===== src/rtl/btn_conditioner_pkg.sv =====
// Shared types and default timing constants for the button conditioner.
// The optional auto-repeat feature is selected with the BTN_REPEAT_EN macro.
package btn_conditioner_pkg;

  typedef enum logic [1:0] {
    ST_IDLE    = 2'd0,
    ST_CONF_HI = 2'd1,
    ST_PRESSED = 2'd2,
    ST_CONF_LO = 2'd3
  } btn_state_t;

  // Per-channel conditioned outputs, all registered.
  typedef struct packed {
    logic level;
    logic press;
    logic rel;
  } btn_event_t;

  localparam int unsigned DEF_N_BTN         = 4;
  localparam int unsigned DEF_DB_CYCLES     = 1_000_000;
  localparam int unsigned DEF_REPEAT_DELAY  = 50_000_000;
  localparam int unsigned DEF_REPEAT_PERIOD = 20_000_000;

  // Bits needed to count 0..max_count-1; at least one bit.
  function automatic int unsigned cnt_width(input int unsigned max_count);
    int unsigned w;
    w = (max_count <= 32'd1) ? 32'd1 : 32'($clog2(max_count));
    return w;
  endfunction

  function automatic int unsigned max_u(input int unsigned a, input int unsigned b);
    return (a > b) ? a : b;
  endfunction

endpackage


===== src/rtl/btn_debounce_ch.sv =====
// One conditioner channel: 2-FF synchroniser, debounce FSM, registered events.
// With BTN_REPEAT_EN defined, a hold counter adds auto-repeat presses when REPEAT_EN=1.
module btn_debounce_ch
  import btn_conditioner_pkg::*;
#(
  parameter int unsigned DB_CYCLES     = DEF_DB_CYCLES,
  parameter int unsigned REPEAT_DELAY  = DEF_REPEAT_DELAY,
  parameter int unsigned REPEAT_PERIOD = DEF_REPEAT_PERIOD,
  parameter bit          REPEAT_EN     = 1'b0
) (
  input  logic       clk,
  input  logic       reset,
  input  logic       din,
  output btn_event_t ev
);

  localparam int unsigned CNT_W = cnt_width(DB_CYCLES);
  localparam logic [CNT_W-1:0] CNT_MAX = CNT_W'(DB_CYCLES - 32'd1);

  if (DB_CYCLES < 1 || (REPEAT_EN && (REPEAT_DELAY < 1 || REPEAT_PERIOD < 1))) begin : g_bad_param
    $error("btn_debounce_ch: DB_CYCLES and active REPEAT_* values must be >= 1");
  end

  logic [1:0]       sync_q;
  logic             s;
  btn_state_t       state_q, state_d;
  logic [CNT_W-1:0] cnt_q, cnt_d;
  logic             press_edge, release_edge, level_d, rep_fire;
  btn_event_t       ev_d;

  assign s = sync_q[1];

  // Debounce FSM: next state, confirmation counter and edge events.
  always_comb begin
    state_d      = state_q;
    cnt_d        = cnt_q;
    press_edge   = 1'b0;
    release_edge = 1'b0;
    unique case (state_q)
      ST_IDLE: begin
        if (s) begin
          state_d = ST_CONF_HI;
          cnt_d   = '0;
        end
      end
      ST_CONF_HI: begin
        if (!s) begin
          state_d = ST_IDLE;
          cnt_d   = '0;
        end else if (cnt_q == CNT_MAX) begin
          state_d    = ST_PRESSED;
          cnt_d      = '0;
          press_edge = 1'b1;
        end else begin
          cnt_d = cnt_q + CNT_W'(1);
        end
      end
      ST_PRESSED: begin
        if (!s) begin
          state_d = ST_CONF_LO;
          cnt_d   = '0;
        end
      end
      ST_CONF_LO: begin
        if (s) begin
          state_d = ST_PRESSED;
          cnt_d   = '0;
        end else if (cnt_q == CNT_MAX) begin
          state_d      = ST_IDLE;
          cnt_d        = '0;
          release_edge = 1'b1;
        end else begin
          cnt_d = cnt_q + CNT_W'(1);
        end
      end
      default: begin
        state_d = ST_IDLE;
        cnt_d   = '0;
      end
    endcase
  end

  assign level_d = (state_d == ST_PRESSED) || (state_d == ST_CONF_LO);

`ifdef BTN_REPEAT_EN
  localparam int unsigned HOLD_W = cnt_width(max_u(REPEAT_DELAY, REPEAT_PERIOD));
  localparam logic [HOLD_W-1:0] DELAY_MAX  = HOLD_W'(REPEAT_DELAY - 32'd1);
  localparam logic [HOLD_W-1:0] PERIOD_MAX = HOLD_W'(REPEAT_PERIOD - 32'd1);

  logic [HOLD_W-1:0] hold_q, hold_d;
  logic              in_period_q, in_period_d;

  // Hold counter: initial delay after a press, then fixed period; resumes period after a glitch.
  always_comb begin
    hold_d      = hold_q;
    in_period_d = in_period_q;
    rep_fire    = 1'b0;
    if (REPEAT_EN) begin
      if (state_q == ST_PRESSED && state_d == ST_PRESSED) begin
        if (hold_q == (in_period_q ? PERIOD_MAX : DELAY_MAX)) begin
          rep_fire    = 1'b1;
          hold_d      = '0;
          in_period_d = 1'b1;
        end else begin
          hold_d = hold_q + HOLD_W'(1);
        end
      end else if (state_d != state_q) begin
        hold_d = '0;
        if (state_q == ST_CONF_HI) begin
          in_period_d = 1'b0;
        end else if (state_q == ST_CONF_LO && state_d == ST_PRESSED) begin
          in_period_d = 1'b1;
        end else if (state_d == ST_IDLE) begin
          in_period_d = 1'b0;
        end
      end
    end
  end

  always_ff @(posedge clk or posedge reset) begin
    if (reset) begin
      hold_q      <= '0;
      in_period_q <= 1'b0;
    end else begin
      hold_q      <= hold_d;
      in_period_q <= in_period_d;
    end
  end
`else
  assign rep_fire = 1'b0;
`endif

  assign ev_d = '{level: level_d, press: press_edge | rep_fire, rel: release_edge};

  // Synchroniser, FSM state, counter and registered outputs.
  always_ff @(posedge clk or posedge reset) begin
    if (reset) begin
      sync_q  <= '0;
      state_q <= ST_IDLE;
      cnt_q   <= '0;
      ev      <= '0;
    end else begin
      sync_q  <= {sync_q[0], din};
      state_q <= state_d;
      cnt_q   <= cnt_d;
      ev      <= ev_d;
    end
  end

endmodule


===== src/rtl/btn_conditioner.sv =====
// Debounces N_BTN raw buttons into clean levels and one-cycle press/release pulses.
// Define BTN_REPEAT_EN to enable auto-repeat on channels selected by REPEAT_MASK.
module btn_conditioner
  import btn_conditioner_pkg::*;
#(
  parameter int unsigned          N_BTN         = DEF_N_BTN,
  parameter int unsigned          DB_CYCLES     = DEF_DB_CYCLES,
  parameter int unsigned          REPEAT_DELAY  = DEF_REPEAT_DELAY,
  parameter int unsigned          REPEAT_PERIOD = DEF_REPEAT_PERIOD,
  parameter logic [N_BTN-1:0]     REPEAT_MASK   = N_BTN'(4'b1000)
) (
  input  logic             clk,
  input  logic             reset,
  input  logic [N_BTN-1:0] btn_in,
  output logic [N_BTN-1:0] btn_level,
  output logic [N_BTN-1:0] btn_press,
  output logic [N_BTN-1:0] btn_release
);

  if (N_BTN < 1) begin : g_bad_n
    $error("btn_conditioner: N_BTN must be >= 1");
  end

  // Channels are fully independent; each gets its own auto-repeat enable bit.
  for (genvar i = 0; i < N_BTN; i++) begin : g_ch
    btn_event_t ev;

    btn_debounce_ch #(
      .DB_CYCLES    (DB_CYCLES),
      .REPEAT_DELAY (REPEAT_DELAY),
      .REPEAT_PERIOD(REPEAT_PERIOD),
      .REPEAT_EN    (REPEAT_MASK[i])
    ) u_ch (
      .clk  (clk),
      .reset(reset),
      .din  (btn_in[i]),
      .ev   (ev)
    );

    assign btn_level[i]   = ev.level;
    assign btn_press[i]   = ev.press;
    assign btn_release[i] = ev.rel;
  end

endmodule

===== config.mk =====
export PLATFORM = sky130hd
export DESIGN_NAME = btn_conditioner
export DESIGN_NICKNAME = d
export VERILOG_FILES = /design/src/rtl/btn_conditioner_pkg.sv /design/src/rtl/btn_debounce_ch.sv /design/src/rtl/btn_conditioner.sv
export SDC_FILE = /design/constraint.sdc
export NUM_CORES = 1
export LEC_CHECK = 0
export ABC_AREA = 1
export CELL_PAD_IN_SITES_DETAIL_PLACEMENT = 2
export CELL_PAD_IN_SITES_GLOBAL_PLACEMENT = 2
export CORE_ASPECT_RATIO = 1.1
export CORE_MARGIN = 2
export CORE_UTILIZATION = 34
export CTS_BUF_LIST = sky130_fd_sc_hd__clkbuf_8
export CTS_CLUSTER_DIAMETER = 120
export CTS_CLUSTER_SIZE = 40
export DETAILED_ROUTE_END_ITERATION = 8
export PLACE_DENSITY = 0.79
export SLEW_MARGIN = 20
export SYNTH_ARGS = -nofsm -noshare
export SYNTH_HDL_FRONTEND = slang
export SYNTH_SLANG_ARGS = --single-unit

===== constraint.sdc =====
create_clock -name clk -period 4.22 [get_ports clk]
set_clock_uncertainty 0.15 [all_clocks]
set_input_delay 1.266 -clock clk [delete_from_list [all_inputs] [get_ports clk]]
set_output_delay 1.266 -clock clk [all_outputs]
set_load 0.01 [all_outputs]

==> results of run 1 <==
[state kept, by name (all words and copies together) (netlist names)]
signal / cells
g_ch.u_ch.state_q: 8
g_ch.u_ch.sync_q: 8
g_ch.u_ch.cnt_q: 80
g_ch.u_ch.ev: 12
[cells by family after synthesis]
family,share of synthesized area
fa+ha+maj,0.00855
xor+xnor,0.0419
flops,0.462
buf+inv,0.0827
simple gates,0.360
compound gates,0.0432
mux,0.00171
[layer usage]
metal / routed length [microns] / up-vias / global-route usage
li1: - / 2486 / -
met1: 7040 / 2617 / 0.226
met2: 8740 / 29 / 0.357
met3: 194 / 14 / 0.0264
met4: 217 / 0 / 0.0555
met5: 0 / - / 0
[cell type report]
cell class	count	area, sq um	share of cell area
multi-input combinational	550	2670	0.412
inverter	109	414	0.0640
tap	234	293	0.0452
sequential	108	2700	0.417
timing repair buffer	18	190	0.0294
clock buffer	9	124	0.0191
clock inverter	6	82.6	0.0128
[power groups by stage]
stage          combinational [uW]  clock (uW)  sequential [uW]
2_1_floorplan                91.5           0             1100
3_3_place_gp                  117           0             1100
3_5_place_dp                  126           0             1110
4_1_cts                       127         742             1090
5_1_grt                       142         782             1090
6_report                      121         710             1090
[worst max-delay path by stage]
stage / slack (ps) / startpoint / end / cells past startpoint
after CTS: 1480 / g_ch[2].u_ch.ev[2] / btn_level[2] / 1
after global placement: 1790 / reset / g_ch[1].u_ch.cnt_q[16] / 3
after floorplan: 1500 / reset / g_ch[0].u_ch.cnt_q[0] / 1
after detailed placement: 1760 / reset / g_ch[1].u_ch.cnt_q[16] / 3
final: 1520 / g_ch[2].u_ch.ev[2] / btn_level[2] / 1
after global routing: 1460 / g_ch[1].u_ch.ev[0] / btn_release[1] / 1
[through the flow]
stage	hold slack, ps	setup WS, ps	utilization
2_1_floorplan	181	1500	-
3_3_place_gp	193	1790	0.370
3_5_place_dp	191	1760	0.370
4_1_cts	228	1480	0.382
5_1_grt	230	1460	0.382
6_report	223	1520	0.382
[layout by cell type (no fill, tap or decap), types with 2 or more instances in the layout]
master / count
nand2_1: 187
nor2_1: 126
dfrtp_1: 108
inv_1: 99
nand3_1: 60
nor3_1: 29
nand4_1: 26
xor2_1: 21
o21ai_0: 17
clkdlybuf4s50_1: 17
nor2_2: 16
a21oi_1: 14
inv_2: 10
clkbuf_8: 9
xnor2_1: 7
o21bai_1: 6
nand2_2: 6
nor3_2: 4
nand3b_1: 4
nor2_4: 4
o21ai_1: 4
ha_1: 4
nand3_2: 3
clkinvlp_4: 3
nor4_1: 2
and2_1: 2
bufinv_16: 2
==> results.toml, run 1 <==
[power_and_ir_drop]
power_frac_clock = 0.370
power_leakage_uw = 0.00292
power_frac_seq = 0.567
p_total_uw = 1920
switching_share = 0.259
p_sw_uw = 497
vdd_ir_drop_max_v = 0.000133
intPower_uw = 1420
powerDensity_mw_per_mm2 = 296
p_comb_frac = 0.063

[floorplan]
pin_count = 18
die-area_sq_mm = 0.0183
die_height_microns = 142
rows = 50
die_w_microns = 129
coreArea_sq_mm = 0.0170
start_util = 0.345

[cells_and_area]
fillers = 1991
nets = 806
antenna-diode-count = 0
fin_cells = 1034
drive_gt1_frac = 0.0775
finish.instance_area_sq_mm = 0.00647
area_growth_pct = 10.6

[worst_setup_path]
rrSetupSlack_ps = 2000
critPathSlowestCell = "clkdlybuf4s50_1"
cpPeakStageDelay_ps = 540
crit_family = "buffers and inverters"
arrival_ps = 1280
reg2reg_from = "g_ch[2].u_ch.sync_q[1]"
worstSetupPathType = "flop to output pin"
r2r_cells = 6
path_max_fanout = 1
cp.required_ps = 2800
cp-start-kind = "flop"
cp_num_buf_inv = 1
path_cells = "clkdlybuf4s50_1"
worstReg2RegEnd = "g_ch[2].u_ch.cnt_q[13]"
cp-end-kind = "output pin"

[synth]
avgSynthCellArea_sq_um = 7.56
synthDominantCellAreaShare = 0.462
syn-instance-count = 775
synth_seq_cells = 108
synth-edff-count = 0
synth_nets = 785
yosysWarnings = 0
synthArstFlopShare = 1.00
synth_area_sq_mm = 0.00586
synth_area_leaders = "dfrtp_1, nand2_1, nor2_1"
synth-seq-area-share = 0.462
yosysMostFrequentCell = "nand2_1"
yosysTopAreaCell = "dfrtp_1"
ys.flop_type = "dfrtp_1"
yosysUniqueCellTypes = 36
synthTopCellsByCount = "nand2_1, nor2_1, dfrtp_1, inv_1, nand3_1"

[clocking]
clk_pin_slew_ps = 100
cts_buffers = 9
cts_root_buf = "clkbuf_8"
cts_resized = 0
cts_tree = "yes"
clock_path_buffers = 2
worstSkewPairLatency_ps = 390
cts_setup_buffers = 0
postCtsHoldBufs = 0
htreeDepth = 3
cts_sinks = 108

[global_route]
grt_overflow = 0
antenna_found_initial = 0
grt_pass1_wl_microns = 28100
grt_max_degree = 109
grt_pass1_vias = 5821
track_usage = 0.191

[sta]
hold_viol_final = 0
finalSetupViolCount = 0
rsz0062_at_grt = "false"
relSlewSlack = 0.560
fmax_mhz = 371
drv_slew = 0
fin_crit_ps = 2700
tightestPinTransition_ps = 660
fin_crit_sh = 0.639
tns_ps = 0

[routing]
num_vias = 5146
ant_nets = 0
viasPerCell = 4.98
avgRoutedWirePerCell_microns = 15.7
drtIter0Drc = 181
first_pass_iters = 4
drt_wl_total_microns = 16200
route.detailed.drc = 0

[job]
maxCapViolations = 0

[placed_design]
placedInstanceArea_sq_mm = 0.00627
routabilityCongestion = 0.829
dp_cells = 1019
port-buffer-count = 17
dp_hpwl_microns = 12000

[hold_path]
min_path_type = "flop to flop"
worstHoldStart = "g_ch[2].u_ch.sync_q[0]"
min_to = "g_ch[2].u_ch.sync_q[1]"
min_path_cells = 0

[status]
status = "finished clean"
No activity file was read; power rests on OpenSTA's default activity.
==> inputs of run 2 (changes only) <==
==> constraint.sdc (replaced) <==
create_clock -name clk -period 2.4 [get_ports clk]
set_clock_uncertainty 0.15 [all_clocks]
set_input_delay 0.72 -clock clk [delete_from_list [all_inputs] [get_ports clk]]
set_output_delay 0.72 -clock clk [all_outputs]
set_load 0.01 [all_outputs]
==> results.toml, run 2 (same netlist as run 1, synthesis figures left out) <==
[worst_setup_path]
path_max_fanout = 1
cp-start-kind = "flop"
cp.required_ps = 1530
worstSetupPathType = "flop to output pin"
arrival_ps = 1330
path_cells = "clkdlybuf4s50_1"
cpPeakStageDelay_ps = 550
reg2reg_from = "g_ch[2].u_ch.cnt_q[0]"
cp_num_buf_inv = 1
crit_family = "buffers and inverters"
rrSetupSlack_ps = 320
cp-end-kind = "output pin"
worstReg2RegEnd = "g_ch[2].u_ch.cnt_q[7]"
r2r_cells = 7
critPathSlowestCell = "clkdlybuf4s50_1"

[clocking]
cts_tree = "yes"
htreeDepth = 3
cts_sinks = 108
cts_resized = 0
cts_setup_buffers = 0
clock_path_buffers = 2
clk_pin_slew_ps = 110
worstSkewPairLatency_ps = 390
postCtsHoldBufs = 0
cts_buffers = 9
cts_root_buf = "clkbuf_8"

[sta]
tightestPinTransition_ps = 445
tns_ps = 0
rsz0062_at_grt = "false"
drv_slew = 0
hold_viol_final = 0
finalSetupViolCount = 0
fin_ws_ps = 201
fmax_mhz = 455
fin_crit_ps = 2200
relSlewSlack = 0.703
fin_crit_sh = 0.916

[routing]
drt_wl_total_microns = 16500
first_pass_iters = 4
topRoutingLayerUsed = "met4"
route.detailed.drc = 0
drt-met1-wl_microns = 7330
ant_nets = 0
viasPerCell = 4.91
drtIter0Drc = 174
route.met2.wl_microns = 8820
avgRoutedWirePerCell_microns = 15.9
wl_met3_microns = 196
num_vias = 5116

[global_route]
grt_overflow = 0
grt_pass1_wl_microns = 28100
antenna_found_initial = 0
track_usage = 0.193
grt_pass1_vias = 5698
grt_max_degree = 39

[placed_design]
pre_cts_slack_ps = 358
routabilityCongestion = 0.819
port-buffer-count = 17
dp_cells = 1026
dp_hpwl_microns = 12700

[power_and_ir_drop]
vdd_ir_drop_max_v = 0.000222
power_leakage_uw = 0.00296
p_total_uw = 3430
powerDensity_mw_per_mm2 = 522

[hold_path]
min_path_type = "flop to flop"
worstHoldStart = "g_ch[2].u_ch.sync_q[0]"
min_path_cells = 0
min_to = "g_ch[2].u_ch.sync_q[1]"

[floorplan]
start_util = 0.345
pin_count = 18
die_height_microns = 142
rows = 50
die_w_microns = 129
die-area_sq_mm = 0.0183
coreArea_sq_mm = 0.0170

[cells_and_area]
reg.largest.list = "g_ch.u_ch.cnt_q (80), g_ch.u_ch.ev (12)"
fin_cells = 1042
layout_commonest_cell = "nand2_1"
antenna-diode-count = 0
area_growth_pct = 12.2
utilization = 0.388
largest_reg_flops = 80
regMostFlops = "g_ch.u_ch.cnt_q"
nets = 813
layout_common_cells = "nand2_1, nor2_1, dfrtp_1, inv_1, nand3_1"
drive_gt1_frac = 0.0891

[status]
status = "finished clean"

[job]
maxCapViolations = 0
[run 2: cell type report]
type / count / area [sq um]
fill: 2010 / 10400
sequential: 108 / 2700
multi-input combinational: 550 / 2670
inverter: 109 / 414
tap: 234 / 293
timing repair buffer: 25 / 268
clock buffer: 9 / 124
clock inverter: 7 / 101
[run 2: stage by stage]
step | hold WS, ps | area (sq um)
detailed placement | 198 | 6350
finish | 220 | 6570
global placement | 195 | 6350
global route | 232 | 6570
CTS | 226 | 6570
floorplan | 181 | 5860
[run 2: worst max-delay path by stage]
| stage | cells past startpoint | slack, ps | start | end |
|---|---|---|---|---|
| 2_1_floorplan | 1 | 230 | reset | g_ch[0].u_ch.cnt_q[0] |
| 3_3_place_gp | 8 | 420 | g_ch[3].u_ch.cnt_q[0] | g_ch[3].u_ch.cnt_q[16] |
| 3_5_place_dp | 8 | 360 | g_ch[3].u_ch.cnt_q[0] | g_ch[3].u_ch.cnt_q[16] |
| 4_1_cts | 1 | 170 | g_ch[1].u_ch.ev[0] | btn_release[1] |
| 5_1_grt | 7 | 120 | g_ch[2].u_ch.cnt_q[0] | g_ch[2].u_ch.cnt_q[7] |
| 6_report | 1 | 200 | g_ch[1].u_ch.ev[0] | btn_release[1] |
[run 2: routing by layer]
metal  global-route usage  up-vias
met3               0.0204       12
met5                    0        -
li1                     -     2498
met2                0.357       27
met4               0.0532        0
met1                0.237     2579
[run 2: power by group]
group / total, uW / switching (uW) / leakage [uW] / internal (uW)
sequential: 1910 / 51.8 / 0.00147 / 1860
combinational: 226 / 155 / 0.00138 / 70.9
clock: 1290 / 697 / 0.000106 / 594
total: 3430 / 904 / 0.00296 / 2530
==> inputs of run 3 (changes only) <==
--- a/config.mk
+++ b/config.mk
@@ -8,7 +8,6 @@
 export ABC_AREA = 1
 export CELL_PAD_IN_SITES_DETAIL_PLACEMENT = 2
 export CELL_PAD_IN_SITES_GLOBAL_PLACEMENT = 2
-export CORE_ASPECT_RATIO = 1.1
 export CORE_MARGIN = 2
 export CORE_UTILIZATION = 34
 export CTS_BUF_LIST = sky130_fd_sc_hd__clkbuf_8
@@ -16,7 +15,7 @@
 export CTS_CLUSTER_SIZE = 40
 export DETAILED_ROUTE_END_ITERATION = 8
 export PLACE_DENSITY = 0.79
-export SLEW_MARGIN = 20
+export SLEW_MARGIN = 30
 export SYNTH_ARGS = -nofsm -noshare
 export SYNTH_HDL_FRONTEND = slang
 export SYNTH_SLANG_ARGS = --single-unit
==> results.toml, run 3 (same netlist as run 1, synthesis figures left out) <==
[status]
status = "finished clean"

[power_and_ir_drop]
p_total_uw = 3360
powerDensity_mw_per_mm2 = 513
vdd_ir_drop_max_v = 0.000263
power_leakage_uw = 0.00296

[cells_and_area]
layout_commonest_cell = "nand2_1"
nets = 813
regMostFlops = "g_ch.u_ch.cnt_q"
antenna-diode-count = 0
area_growth_pct = 11.9
reg.largest.list = "g_ch.u_ch.cnt_q (80), g_ch.u_ch.ev (12)"
drive_gt1_frac = 0.0891
layout_common_cells = "nand2_1, nor2_1, dfrtp_1, inv_1, nand3_1"
largest_reg_flops = 80

[floorplan]
die_w_microns = 135
coreArea_sq_mm = 0.0167
start_util = 0.351
die-area_sq_mm = 0.0183
rows = 47
pin_count = 18
die_height_microns = 135

[routing]
drtIter0Drc = 205
drt_wl_total_microns = 16400
route.detailed.drc = 0
viasPerCell = 4.98
avgRoutedWirePerCell_microns = 15.9
first_pass_iters = 4
num_vias = 5122
ant_nets = 0

[sta]
relSlewSlack = 0.639
tns_ps = 0
hold_viol_final = 0
fmax_mhz = 465
drv_slew = 0
finalSetupViolCount = 0
fin_crit_ps = 2150
rsz0062_at_grt = "false"
tightestPinTransition_ps = 541
fin_crit_sh = 0.896

[worst_setup_path]
critPathSlowestCell = "clkdlybuf4s50_1"
cp-end-kind = "output pin"
arrival_ps = 1280
cpPeakStageDelay_ps = 530
cp-start-kind = "flop"
path_max_fanout = 1
crit_family = "buffers and inverters"
cp.required_ps = 1530
path_cells = "clkdlybuf4s50_1"
worstSetupPathType = "flop to output pin"
cp_num_buf_inv = 1

[job]
maxCapViolations = 0

[placed_design]
port-buffer-count = 17
routabilityCongestion = 0.830
dp_hpwl_microns = 12600

[global_route]
antenna_found_initial = 0
grt_pass1_wl_microns = 28300
grt_overflow = 0
grt_pass1_vias = 5764
grt_max_degree = 26
track_usage = 0.194

[clocking]
htreeDepth = 3
cts_tree = "yes"
cts_setup_buffers = 0
cts_root_buf = "clkbuf_8"
clock_path_buffers = 2
clk_pin_slew_ps = 110
cts_resized = 0
worstSkewPairLatency_ps = 400
postCtsHoldBufs = 0
cts_sinks = 108
cts_buffers = 9

[hold_path]
min_path_type = "flop to flop"
run 3: per-stage QoR:
step,setup WS [ps],cells,utilization,instance area (sq um),hold WS [ps]
6_report,249,1028,0.392,6550,218
5_1_grt,124,1028,0.392,6550,225
4_1_cts,222,1028,0.392,6550,217
3_5_place_dp,376,1012,0.380,6340,190
3_3_place_gp,433,1012,0.380,6340,183
2_1_floorplan,228,775,-,5860,181
run 3: layout make-up:
class / instances / area [sq um]
Clock buffer: 10 / 138
Clock inverter: 6 / 71.3
Fill cell: 1965 / 10200
Inverter: 109 / 414
Multi-Input combinational cell: 550 / 2670
Sequential cell: 108 / 2700
Tap cell: 220 / 275
Timing Repair Buffer: 25 / 280
run 3: path summary, 6_finish.rpt:
| path | from | end | slack, ps | cells past startpoint |
|---|---|---|---|---|
| max | g_ch[1].u_ch.ev[2] | btn_level[1] | 250 | 1 |
| min | g_ch[1].u_ch.sync_q[0] | g_ch[1].u_ch.sync_q[1] | 220 | 0 |
| max reg2reg | g_ch[0].u_ch.sync_q[1] | g_ch[0].u_ch.cnt_q[6] | 330 | 8 |
| min reg2reg | g_ch[1].u_ch.sync_q[0] | g_ch[1].u_ch.sync_q[1] | 220 | 0 |
| max in group asynchronous | reset | g_ch[3].u_ch.cnt_q[17] | 1070 | 3 |
| min in group asynchronous | reset | g_ch[1].u_ch.state_q[0] | 540 | 2 |
run 3: routing by layer:
layer,GRT usage,wire (microns),vias to the layer above
met2,0.342,8140,41
met5,0,0,-
met3,0.0314,318,19
met4,0.0498,189,0
met1,0.247,7710,2565
li1,-,-,2497
run 3: power breakdown:
part / switching (uW) / internal [uW]
Sequential: 53.8 / 1860
Combinational: 155 / 74.1
Clock: 696 / 521
